--- config.mk ---
export PLATFORM = sky130hd
export DESIGN_NAME = sqr_pipe
export DESIGN_NICKNAME = d
export VERILOG_FILES = /design/src/rtl/sqr_pipe_pkg.sv /design/src/rtl/sqr_pipe_stage.sv /design/src/rtl/sqr_pipe.sv
export SDC_FILE = /design/constraint.sdc
export NUM_CORES = 1
export LEC_CHECK = 0
export CAP_MARGIN = 10
export CELL_PAD_IN_SITES_DETAIL_PLACEMENT = 0
export CELL_PAD_IN_SITES_GLOBAL_PLACEMENT = 1
export CORE_AREA = 2 2 85 87
export DETAILED_ROUTE_END_ITERATION = 10
export DIE_AREA = 0 0 87 89
export PLACE_DENSITY = 0.89
export SKIP_LAST_GASP = 1
export SLEW_MARGIN = 0
export SYNTH_ARGS = -nofsm -noshare
export SYNTH_HDL_FRONTEND = slang
export SYNTH_SLANG_ARGS = --single-unit
--- constraint.sdc ---
create_clock -name clk -period 4.2 [get_ports clk]
set_clock_uncertainty 0.2 [all_clocks]
set_input_delay 0.63 -clock clk [delete_from_list [all_inputs] [get_ports clk]]
set_output_delay 0.63 -clock clk [all_outputs]
set_load 0.01 [all_outputs]
--- src/rtl/sqr_pipe_pkg.sv ---
// sqr_pipe_pkg: shared stage payload type, legal parameter bounds and the
// behavioural golden model for the pipelined squarer.
package sqr_pipe_pkg;

    localparam int W_MIN      = 2;
    localparam int W_MAX      = 32;
    localparam int STAGES_MIN = 1;
    localparam int STAGES_MAX = 8;
    localparam int DATA_MAX   = 2 * W_MAX;

    // Sized for the widest legal operand; narrower builds keep the upper
    // data bits at zero so every stage can share one payload type.
    typedef struct packed {
        logic                valid;
        logic                last;
        logic [DATA_MAX-1:0] data;
    } stage_t;

    function automatic logic [DATA_MAX-1:0] sqr_ref(input logic [W_MAX-1:0] x);
        return DATA_MAX'(x) * DATA_MAX'(x);
    endfunction

    // First partial-product row owned by stage s when w rows are spread over
    // n stages; row_lo(n, w, n) == w closes the final range.
    function automatic int row_lo(input int s, input int w, input int n);
        return (s * w) / n;
    endfunction

endpackage

--- src/rtl/sqr_pipe_stage.sv ---
// sqr_pipe_stage: one register stage of the squarer. Adds partial-product rows
// [ROW_LO, ROW_HI) of the carried operand into the running sum.
module sqr_pipe_stage
    import sqr_pipe_pkg::*;
#(
    parameter int W      = 6,
    parameter int ROW_LO = 0,
    parameter int ROW_HI = 6
) (
    input  logic         clk,
    input  logic         rst,
    input  logic         en_i,
    input  stage_t       pl_i,
    input  logic [W-1:0] x_i,
    output stage_t       pl_o,
    output logic [W-1:0] x_o
);

    stage_t         pl_d, pl_q;
    logic [W-1:0]   x_d, x_q, x_sh;
    logic [2*W-1:0] x_ext, sum;
    logic           unused_hi;

    always_comb begin
        x_ext = {{W{1'b0}}, x_i};
        sum   = pl_i.data[2*W-1:0];
        x_sh  = '0;
        for (int r = ROW_LO; r < ROW_HI; r++) begin
            x_sh = x_i >> r;
            if (x_sh[0]) sum = sum + (x_ext << r);
        end
        pl_d               = '0;
        pl_d.valid         = pl_i.valid;
        pl_d.last          = pl_i.last;
        pl_d.data[2*W-1:0] = sum;
        x_d                = x_i;
    end

    always_ff @(posedge clk or posedge rst) begin
        if (rst) begin
            pl_q <= '0;
            x_q  <= '0;
        end else if (en_i) begin
            pl_q <= pl_d;
            x_q  <= x_d;
        end
    end

    assign pl_o      = pl_q;
    assign x_o       = x_q;
    assign unused_hi = ^pl_i.data;

endmodule

--- src/rtl/sqr_pipe.sv ---
// sqr_pipe: pipelined exact unsigned squarer with valid/ready handshake and a
// single global stall. Optional framed sum-of-squares via SQR_PIPE_ACC_EN.
module sqr_pipe
    import sqr_pipe_pkg::*;
#(
    parameter int W      = 6,
    parameter int STAGES = 3,
    parameter int ACC_W  = 2 * W + 8
) (
    input  logic             clk,
    input  logic             rst,
    input  logic             in_valid,
    output logic             in_ready,
    input  logic [W-1:0]     in_data,
    input  logic             in_last,
    output logic             out_valid,
    input  logic             out_ready,
    output logic [2*W-1:0]   out_data,
`ifdef SQR_PIPE_ACC_EN
    output logic [ACC_W-1:0] out_acc,
    output logic             acc_sat,
`endif
    output logic             out_last
);

    if (W < W_MIN || W > W_MAX) begin : g_bad_w
        $error("sqr_pipe: W outside legal range");
    end
    if (STAGES < STAGES_MIN || STAGES > STAGES_MAX) begin : g_bad_stages
        $error("sqr_pipe: STAGES outside legal range");
    end
    if (ACC_W < 2 * W) begin : g_bad_acc_w
        $error("sqr_pipe: ACC_W narrower than a single square");
    end

    logic                        adv;
    stage_t                      pl_in;
    stage_t [STAGES-1:0]         pl_out;
    logic   [STAGES-1:0][W-1:0]  x_out;
    logic                        unused_tail;

    // Whole pipe moves or holds together; a free output slot frees every stage.
    assign adv      = !out_valid || out_ready;
    assign in_ready = adv;

    always_comb begin
        pl_in       = '0;
        pl_in.valid = in_valid && adv;
        pl_in.last  = in_last;
    end

    for (genvar s = 0; s < STAGES; s++) begin : g_stage
        stage_t       pl_src;
        logic [W-1:0] x_src;
        if (s == 0) begin : g_head
            assign pl_src = pl_in;
            assign x_src  = in_data;
        end else begin : g_body
            assign pl_src = pl_out[s-1];
            assign x_src  = x_out[s-1];
        end
        sqr_pipe_stage #(
            .W      (W),
            .ROW_LO (row_lo(s, W, STAGES)),
            .ROW_HI (row_lo(s + 1, W, STAGES))
        ) u_stage (
            .clk  (clk),
            .rst  (rst),
            .en_i (adv),
            .pl_i (pl_src),
            .x_i  (x_src),
            .pl_o (pl_out[s]),
            .x_o  (x_out[s])
        );
    end

    assign out_valid   = pl_out[STAGES-1].valid;
    assign out_last    = pl_out[STAGES-1].last;
    assign out_data    = pl_out[STAGES-1].data[2*W-1:0];
    assign unused_tail = ^{pl_out[STAGES-1].data, x_out[STAGES-1]};

`ifdef SQR_PIPE_ACC_EN
    logic [ACC_W-1:0] acc_q, acc_d, acc_cur;
    logic             sat_q, sat_d, sat_cur;
    logic [ACC_W:0]   sq_ext, acc_sum;

    // acc_q holds the frame sum before the beat at the output, so out_acc can
    // include that beat while staying stable under backpressure.
    always_comb begin
        sq_ext             = '0;
        sq_ext[2*W-1:0]    = out_data;
        acc_sum            = {1'b0, acc_q} + sq_ext;
        sat_cur            = sat_q || acc_sum[ACC_W];
        acc_cur            = sat_cur ? '1 : acc_sum[ACC_W-1:0];
        acc_d              = acc_q;
        sat_d              = sat_q;
        if (out_valid && out_ready) begin
            if (out_last) begin
                acc_d = '0;
                sat_d = 1'b0;
            end else begin
                acc_d = acc_cur;
                sat_d = sat_cur;
            end
        end
    end

    always_ff @(posedge clk or posedge rst) begin
        if (rst) begin
            acc_q <= '0;
            sat_q <= 1'b0;
        end else begin
            acc_q <= acc_d;
            sat_q <= sat_d;
        end
    end

    assign out_acc = out_valid ? acc_cur : acc_q;
    assign acc_sat = out_valid ? sat_cur : sat_q;
`endif

endmodule

==> flow_summary.json <==
{
  "synth_area_leaders": "dfrtp_1 39%, ha_1 12%, nand2_1 10%",
  "grt_max_degree": 56,
  "die_area_um2": 7740,
  "relSlewSlack_pct": 37.8,
  "cts_buffer_depth": 2,
  "max_freq_mhz": 309,
  "antenna_found_initial": 0,
  "synth_nets": 369,
  "finalCritPeriodShare_pct": 77.0,
  "arrival_ns": 3.24,
  "grt_usage_pct": 15.9,
  "fin_util_pct": 50.2,
  "drcViolationCount": 0,
  "path_max_fanout": 4,
  "yosys_warnings": 0,
  "rsz0062_at_grt": "false",
  "synth_seq_cells": 46,
  "max-cap-violations": 0,
  "cts_root_buf": "clkbuf_8",
  "cts_setup_buffers": 0,
  "worstMarginPinSlew_ns": 0.932,
  "final_common_cell": "nand2_1",
  "first_iter_violations": 103,
  "mostFrequentLayoutCells": "82 x nand2_1, 46 x dfrtp_1, 28 x ha_1, 25 x clkdlybuf4s50_1, 22 x o21ai_0",
  "ys_seq_area_share_pct": 39.0,
  "end_kind": "register",
  "peakVddDrop_uv": 274,
  "cts_buffers": 5,
  "clkTransAtPathRegs_ns": 0.09,
  "wl_um": 5720,
  "die_y_um": 89,
  "setup-tns-final_ns": 0,
  "hold_buffers": 0,
  "hold_class": "reg2reg",
  "finalSetupViolations": 0,
  "yosysUniqueCellTypes": 41,
  "outcome": "finished, final reports clean",
  "cts_tree": "done",
  "ios": 26,
  "hold_viol": 0,
  "power_w": 0.00243,
  "synth_top_area_share_pct": 39.0,
  "initial_utilization_pct": 43.9,
  "dp_hpwl_um": 4210,
  "layout.cells.non_filler": 426,
  "grt_pass1_wl_um": 9760,
  "grt-ovfl-total": 0,
  "dr.pass1.iters": 4,
  "maxSlewViolCount": 0,
  "vias_per_cell": 5.34,
  "antenna-diode-count": 0,
  "fp-row-count": 30,
  "synthCells": 326,
  "wl_per_cell_um": 13.4,
  "area_delta_synth_final_pct": 14.4,
  "layout_setup_ws_ns": 0.967,
  "leakagePower_nw": 1.64,
  "place_congestion": 0.856,
  "clkSinkCount": 46,
  "coreArea_um2": 6720,
  "timing.final.crit_period_ns": 3.23,
  "required_ns": 4.20,
  "netlist_area_um2": 2950,
  "insertion_delay_ns": 0.30,
  "drive_above_1_share_pct": 6.65,
  "power.density_nw_per_um2": 720,
  "post_cts_resized": 0,
  "critPathKind": "reg2reg",
  "ant_nets": 0,
  "placed_cells": 418,
  "dp_slack_ns": 0.997,
  "first_global_vias": 2142,
  "h-tree-depth": 2,
  "io_buffer_count": 25,
  "num_vias": 2274,
  "nNetsFinal": 388,
  "startpoint_type": "register",
  "avgSynthCellArea_um2": 9.05,
  "die_x_um": 87,
  "synth_top_area_cell": "dfrtp_1"
}
[registers in the layout, summed over array words and instances (netlist names)]
signal and flops:
g_stage.u_stage.pl_o 34, g_stage.u_stage.x_o 12
[power by group]
group	switching, W	leakage [nW]	internal (W)
logic	0.000673	1.01	0.000668
registers	0.000165	0.568	0.000598
clock network	0.000150	0.0579	0.000175
[cells in the mapped netlist]
library cell   n
nand2_1       82
dfrtp_1       46
ha_1          28
o21ai_0       22
nor2_1        20
a21oi_1       19
mux2i_1       10
xnor2_1       10
a21o_1         9
clkbuf_1       9
inv_1          7
mux2_2         6
xor2_1         6
buf_1          5
nand3_1        5
a211oi_1       4
and2_1         4
fa_1           4
o21bai_1       3
o22ai_1        3
a221o_1        2
nor2b_1        2
nor3_1         2
a21o_2         1
a221oi_1       1
a221oi_2       1
a2bb2oi_1      1
a311oi_1       1
a31o_2         1
a41oi_2        1
and3_1         1
buf_2          1
nand2b_1       1
nand3b_1       1
nand4_1        1
nor4_1         1
o211ai_1       1
o22a_1         1
o31a_1         1
or4b_1         1
xor2_2         1
[layer usage]
layer / up-vias / track usage (%) / wire, um
met2: 27 / 28.0 / 2760
li1: 1165 / - / -
met1: 1073 / 19.9 / 2710
met3: 9 / 2.86 / 143
met5: - / 0 / 0
met4: 0 / 4.97 / 101
[final cells by class]
type                            count  area, um^2
Tap cell                           80         100
Clock inverter                      3        40.0
Clock buffer                        5        68.8
Inverter                            7        26.3
Sequential cell                    46        1150
Fill cell                         618        3340
Timing Repair Buffer               27         265
Multi-Input combinational cell    258        1720
[per-stage QoR]
stage	cell area (um^2)	hold WS [ns]
4_1_cts	3380	0.275
2_1_floorplan	2950	0.230
3_3_place_gp	3270	0.241
5_1_grt	3380	0.290
3_5_place_dp	3270	0.255
6_report	3380	0.269
[worst max-delay path, cell delays in order (launching register included)]
cell and delay [ns]:
dfrtp_1 0.42, ha_1 0.24, fa_1 0.44, mux2_2 0.29
ha_1 0.23, fa_1 0.44, a21o_1 0.19, a21o_1 0.18
nand2_1 0.08, xnor2_1 0.12, nor3_1 0.06, a311oi_1 0.25
[cells by family (layout without fill, tap and decap cells)]
kind of cell / Yosys count / after routing / share of synthesized area, %
and+or+nand+nor: 121 / 121 / 16.9
AOI/OAI and AO/OA: 72 / 72 / 15.7
DFF: 46 / 46 / 39.0
adders and majority gates: 32 / 32 / 14.6
buffers and inverters: 22 / 42 / 2.84
xor gates and xnor gates: 17 / 17 / 5.30
muxes: 16 / 16 / 5.68
[worst paths after layout]
| kind | slack [ns] | from | cells after the start | to |
|---|---|---|---|---|
| min in group asynchronous | 0.64 | rst | 2 | g_stage[2].u_stage.pl_o[11] |
| min | 0.27 | g_stage[2].u_stage.pl_o[3] | 2 | g_stage[2].u_stage.pl_o[3] |
| max reg2reg | 0.97 | g_stage[1].u_stage.x_o[0] | 11 | g_stage[2].u_stage.pl_o[9] |
| max | 0.97 | g_stage[1].u_stage.x_o[0] | 11 | g_stage[2].u_stage.pl_o[9] |
| min reg2reg | 0.27 | g_stage[2].u_stage.pl_o[3] | 2 | g_stage[2].u_stage.pl_o[3] |
| max in group asynchronous | 2.56 | rst | 2 | g_stage[1].u_stage.pl_o[3] |
Note: power is estimated with default switching activity, not from simulation.
